===== config.mk =====
export PLATFORM = sky130hd
export DESIGN_NAME = trail_manager
export DESIGN_NICKNAME = d
export VERILOG_FILES = /design/src/rtl/trail_manager.sv
export SDC_FILE = /design/constraint.sdc
export NUM_CORES = 2
export LEC_CHECK = 0
export CAP_MARGIN = 20
export CORE_AREA = 2 2 378 380
export CTS_CLUSTER_SIZE = 24
export DETAILED_ROUTE_END_ITERATION = 16
export DIE_AREA = 0 0 380 382
export MAX_ROUTING_LAYER = met4
export PLACE_DENSITY = 0.55
export SLEW_MARGIN = 0
export SYNTH_ARGS = -nofsm -noshare
export SYNTH_HDL_FRONTEND = slang
export SYNTH_SLANG_ARGS = --single-unit

===== constraint.sdc =====
create_clock -name clk -period 9.6 [get_ports clk]
set_clock_uncertainty 0.15 [all_clocks]
set_input_delay 0.96 -clock clk [delete_from_list [all_inputs] [get_ports clk]]
set_output_delay 0.96 -clock clk [all_outputs]
set_load 0.005 [all_outputs]

===== src/rtl/trail_manager.sv =====
// Motion-trail particle table for the player sprite. Once per vertical blank it
// sweeps every slot (drift left, fade) and then spawns one particle at the player.
module trail_manager #(
  parameter int TRAIL_N     = 41,
  parameter int LIFE_MAX    = 10,
  parameter int EMIT_DIV    = 1,
  parameter int DECAY_DIV   = 2,
  parameter int DRIFT       = 4,
  parameter int PLAYER_X    = 160,
  parameter int PLAYER_SIZE = 40
) (
  input  logic                     clk,
  input  logic                     rst_n,
  input  logic                     frame_tick,
  input  logic [1:0]               gamemode,
  input  logic [8:0]               player_y,
  output logic [TRAIL_N-1:0][9:0]  trail_x,
  output logic [TRAIL_N-1:0][8:0]  trail_y,
  output logic [TRAIL_N-1:0][3:0]  trail_life,
  output logic                     busy
);

  localparam int IW = (TRAIL_N > 1) ? $clog2(TRAIL_N) : 1;
  localparam int DW = (DECAY_DIV > 1) ? $clog2(DECAY_DIV) : 1;
  localparam int EW = (EMIT_DIV > 1) ? $clog2(EMIT_DIV) : 1;
  localparam logic [IW-1:0] LAST_IDX = IW'(TRAIL_N - 1);

  typedef enum logic [1:0] {S_IDLE, S_SWEEP, S_EMIT, S_CLEAR} state_e;

  state_e                    state_q;
  logic [IW-1:0]             idx_q;
  logic [IW-1:0]             wr_ptr_q;
  logic [DW-1:0]             decay_cnt_q;
  logic [EW-1:0]             emit_cnt_q;
  logic                      busy_q;
  logic [TRAIL_N-1:0][9:0]   x_q;
  logic [TRAIL_N-1:0][8:0]   y_q;
  logic [TRAIL_N-1:0][3:0]   life_q;

  logic [9:0]    cur_x;
  logic [3:0]    cur_life;
  logic [9:0]    sweep_x_d;
  logic [3:0]    sweep_life_d;
  logic [9:0]    emit_sum;
  logic [8:0]    emit_y_d;
  logic [IW-1:0] wr_ptr_d;
  logic [DW-1:0] decay_cnt_d;
  logic [EW-1:0] emit_cnt_d;

  assign cur_x    = x_q[idx_q];
  assign cur_life = life_q[idx_q];

  // A particle that would drift past the left edge dies instead of wrapping.
  always_comb begin
    sweep_x_d    = cur_x;
    sweep_life_d = cur_life;
    if (cur_life != 4'd0) begin
      if (cur_x < 10'(DRIFT)) begin
        sweep_life_d = 4'd0;
      end else begin
        sweep_x_d = cur_x - 10'(DRIFT);
        if (decay_cnt_q == '0) sweep_life_d = cur_life - 4'd1;
      end
    end
  end

  assign emit_sum    = {1'b0, player_y} + 10'(PLAYER_SIZE / 2);
  assign emit_y_d    = (emit_sum > 10'd479) ? 9'd479 : emit_sum[8:0];
  assign wr_ptr_d    = (wr_ptr_q == LAST_IDX) ? '0 : wr_ptr_q + 1'b1;
  assign decay_cnt_d = (decay_cnt_q == DW'(DECAY_DIV - 1)) ? '0 : decay_cnt_q + 1'b1;
  assign emit_cnt_d  = (emit_cnt_q == EW'(EMIT_DIV - 1)) ? '0 : emit_cnt_q + 1'b1;

  always_ff @(posedge clk) begin
    if (!rst_n) begin
      state_q     <= S_IDLE;
      idx_q       <= '0;
      wr_ptr_q    <= '0;
      decay_cnt_q <= '0;
      emit_cnt_q  <= '0;
      busy_q      <= 1'b0;
      x_q         <= '0;
      y_q         <= '0;
      life_q      <= '0;
    end else begin
      case (state_q)
        S_IDLE: begin
          if (frame_tick) begin
            idx_q <= '0;
            case (gamemode)
              2'b01, 2'b11: begin
                state_q <= S_SWEEP;
                busy_q  <= 1'b1;
              end
              2'b00: begin
                state_q <= S_CLEAR;
                busy_q  <= 1'b1;
              end
              default: ;
            endcase
          end
        end
        S_SWEEP: begin
          x_q[idx_q]    <= sweep_x_d;
          life_q[idx_q] <= sweep_life_d;
          if (idx_q == LAST_IDX) begin
            decay_cnt_q <= decay_cnt_d;
            emit_cnt_q  <= emit_cnt_d;
            // Mode is sampled here, so a late switch to game-over still suppresses emission.
            if (gamemode == 2'b01 && emit_cnt_q == '0) begin
              state_q <= S_EMIT;
            end else begin
              state_q <= S_IDLE;
              busy_q  <= 1'b0;
            end
          end else begin
            idx_q <= idx_q + 1'b1;
          end
        end
        S_EMIT: begin
          x_q[wr_ptr_q]    <= 10'(PLAYER_X - 2);
          y_q[wr_ptr_q]    <= emit_y_d;
          life_q[wr_ptr_q] <= 4'(LIFE_MAX);
          wr_ptr_q         <= wr_ptr_d;
          state_q          <= S_IDLE;
          busy_q           <= 1'b0;
        end
        S_CLEAR: begin
          x_q[idx_q]    <= '0;
          y_q[idx_q]    <= '0;
          life_q[idx_q] <= '0;
          if (idx_q == LAST_IDX) begin
            wr_ptr_q    <= '0;
            decay_cnt_q <= '0;
            emit_cnt_q  <= '0;
            state_q     <= S_IDLE;
            busy_q      <= 1'b0;
          end else begin
            idx_q <= idx_q + 1'b1;
          end
        end
        default: begin
          state_q <= S_IDLE;
          busy_q  <= 1'b0;
        end
      endcase
    end
  end

  assign trail_x    = x_q;
  assign trail_y    = y_q;
  assign trail_life = life_q;
  assign busy       = busy_q;

endmodule


==> out/qor.yml <==
synthesis:
  async_reset_ff_share_pct: 0
  synth_area_leader_cell: "dfxtp_1"
  synth_nets: 4510
  synth_area_leaders: "dfxtp_1 49%, nor2_1 7.7%, a22oi_1 7.6%"
  ys_seq_area_share_pct: 48.5
  synth_ff_type: "dfxtp_1"
  ys_ff_latch: 959
  yosys_warnings: 0
  ys_types: 83
  syn_area_per_cell_um2: 8.82
  synth_top_area_share_pct: 48.5
  synth_edf_count: 0
  synth_area_um2: 39600
  syn_inst: 4488
die:
  dieArea_um2: 145000
  start_util_pct: 28.1
  core_area_um2: 141000
  ios: 958
  die_w_um: 380
  die_h_um: 382
  rows: 138
clock_tree:
  cts_buffers: 106
  cts_hold_buf: 0
  cts_resized: 0
  clockRootBuffer: "clkbuf_16"
  h-tree-depth: 3
  clkLatencyLatePin_ns: 0.75
  cts.sinks: 959
  cts_tree: "built"
  cts.clk_slew.worst_paths_ns: 0.06
  post_cts_buffers: 0
  clock_path_buffers: 3
drt:
  dr_total_vias: 42300
  drtAntennaViolNets: 0
  drt_iter0_markers: 5411
  avgViaCountPerCell: 5.81
  drcViolationCount: 0
  wire_per_inst_um: 33.1
  drtPass1Iterations: 8
  routed_wl_um: 241000
timing:
  tightest_slew_ns: 1.18
  final-hold-violation-count: 0
  fin_ws_ns: 2.88
  rsz0062_at_grt: "false"
  relSlewSlack_pct: 21.5
  setup_tns_ns: 0
  finalSetupViolCount: 0
  period_needed_ns: 6.72
  fmax_mhz: 149
  slew_viol_final: 0
  fin_crit_sh_pct: 70.0
placement:
  dp_slack_ns: 3.04
  place_congestion: 0.988
  portBuffers: 957
  dp_hpwl_um: 180000
grt:
  grt_pass1_wl_um: 329000
  grt_pass1_vias: 39900
  overflow: 0
  grt_max_degree: 108
  antenna_found_initial: 7
  grt.total_usage_pct: 32.5
layout:
  fill_cells: 14300
  fin_nets: 5322
  area_delta_synth_final_pct: 38.7
  drive_gt1_share_pct: 9.80
  mostFrequentLayoutCells: "956 x clkdlybuf4s50_1, 955 x dfxtp_1, 767 x nor2_1, 427 x nand2_1, 402 x a22oi_1"
  final_common_cell: "clkdlybuf4s50_1"
setup_path:
  crit_slowest_cell: "dfxtp_4"
  cp_cell_sequence: "buf_4 > nor2b_1 > buf_4 > a221oi_1 > nor2_1 > o21ai_0 > and4_1 > ha_1 > inv_1 > nor4b_2 > nand4_2 > and2_2 > buf_4 > xor2_4 > buf_4 > o22ai_2"
  arrival_ns: 7.15
  path_class: "register to register"
  max_stage_delay_ns: 0.80
  critPathMaxFanout: 47
  cp-start-kind: "register"
  end_kind: "register"
  path_common_cell: "buf_4"
  cp.required_ns: 10.04
hold_path:
  min_path_type: "register to register"
job:
  drv_cap: 0
power_and_ir_drop:
  power_mw: 9.15
  p_leak_nw: 17.9
  p_per_area_nw_per_um2: 167
  ir_drop_mv: 0.155
outcome:
  status: "complete, no violations"
cells by family after synthesis:
family                     share of synthesized area (%)
and+or+nand+nor                                     16.7
AOI/OAI and AO/OA                                   24.6
DFF                                                 48.5
buffers and inverters                               4.60
muxes                                               5.14
xor gates and xnor gates                           0.262
adders and majority gates                          0.253
synthesized netlist by cell type, types with 10 or more instances:
cell         n
a21oi_1    178
a221oi_1    56
a22o_1      13
a22oi_1    402
a2bb2oi_1   33
a31oi_1     23
a32o_1      21
a32oi_1     12
and2_1      38
and3_1      14
buf_1       22
buf_2       54
buf_4       10
buf_6       28
clkbuf_1   271
dfxtp_1    959
inv_1       11
mux2_2      32
mux2i_1     69
mux4_2      43
nand2_1    433
nand2b_1    19
nand3_1     87
nand3b_1    19
nand4_1     31
nor2_1     809
nor2b_1     11
nor3_1      31
o2111ai_1   11
o211ai_1    19
o21a_1      49
o21ai_0    274
o22ai_1    184
o22ai_2     31
o32ai_1     16
o41ai_1     30
or3_1       10
state kept, by name, summed over array words and instances (netlist names):
signal	cells
idx_q	6
busy	1
trail_life	164
wr_ptr_q	6
state_q	2
trail_y	369
decay_cnt_q	1
trail_x	410
final timing paths:
| kind | start | endpoint | slack [ns] | cells after the start |
|---|---|---|---|---|
| hold reg to reg | trail_x[316] | trail_x[316] | 0.33 | 2 |
| setup reg to reg | idx_q[2] | trail_x[182] | 2.88 | 16 |
| setup / recovery | idx_q[2] | trail_x[182] | 2.88 | 16 |
| hold / removal | trail_x[316] | trail_x[316] | 0.33 | 2 |
per-layer routing:
metal | track usage [%] | part of all wire, % | up-vias
met2 | 48.6 | 44 | 2790
li1 | - | - | 18000
met5 | - | 0 | -
met4 | 17.4 | 6.2 | 0
met1 | 38.9 | 39 | 21000
met3 | 10.3 | 11 | 596
through the flow:
step / cell area, um2 / instances / utilization [%] / hold slack (ns)
after floorplan: 39600 / 4488 / - / 0.307
final: 54900 / 7284 / 39.0 / 0.327
after global placement: 50900 / 7066 / 36.1 / 0.308
after detailed placement: 51000 / 7074 / 36.2 / 0.315
after global routing: 54900 / 7281 / 39.0 / 0.350
after CTS: 54800 / 7270 / 38.9 / 0.324
critical path, delay by kind of cell (launching register included):
family                   cells  cell delay, ns
adder cells (fa/ha/maj)      1            0.28
buffers and inverters        5            2.14
flip-flops                   1            0.80
XOR/XNOR                     1            0.62
AO/OA/AOI/OAI                3            0.40
AND/OR/NAND/NOR              6            2.11
final cells by class:
type                       instances  area, um2  share of cell area, %
tap                             1890       2360                   4.31
multi-input combinational       3128      18800                   34.3
sequential                       959      19200                   35.0
antenna                            6       15.0                 0.0273
clock buffer                     152       3120                   5.68
timing repair buffer            1089      10700                   19.4
clock inverter                    44        646                   1.18
inverter                          16       67.6                  0.123
where the power goes:
group          switching (mW)  leakage, nW  total (mW)  internal (mW)
clock                    1.86         1.85        4.49           2.64
sequential             0.0214         7.72        4.01           3.98
combinational           0.522         8.35       0.646          0.125
Note: power is estimated with default switching activity, not from simulation.
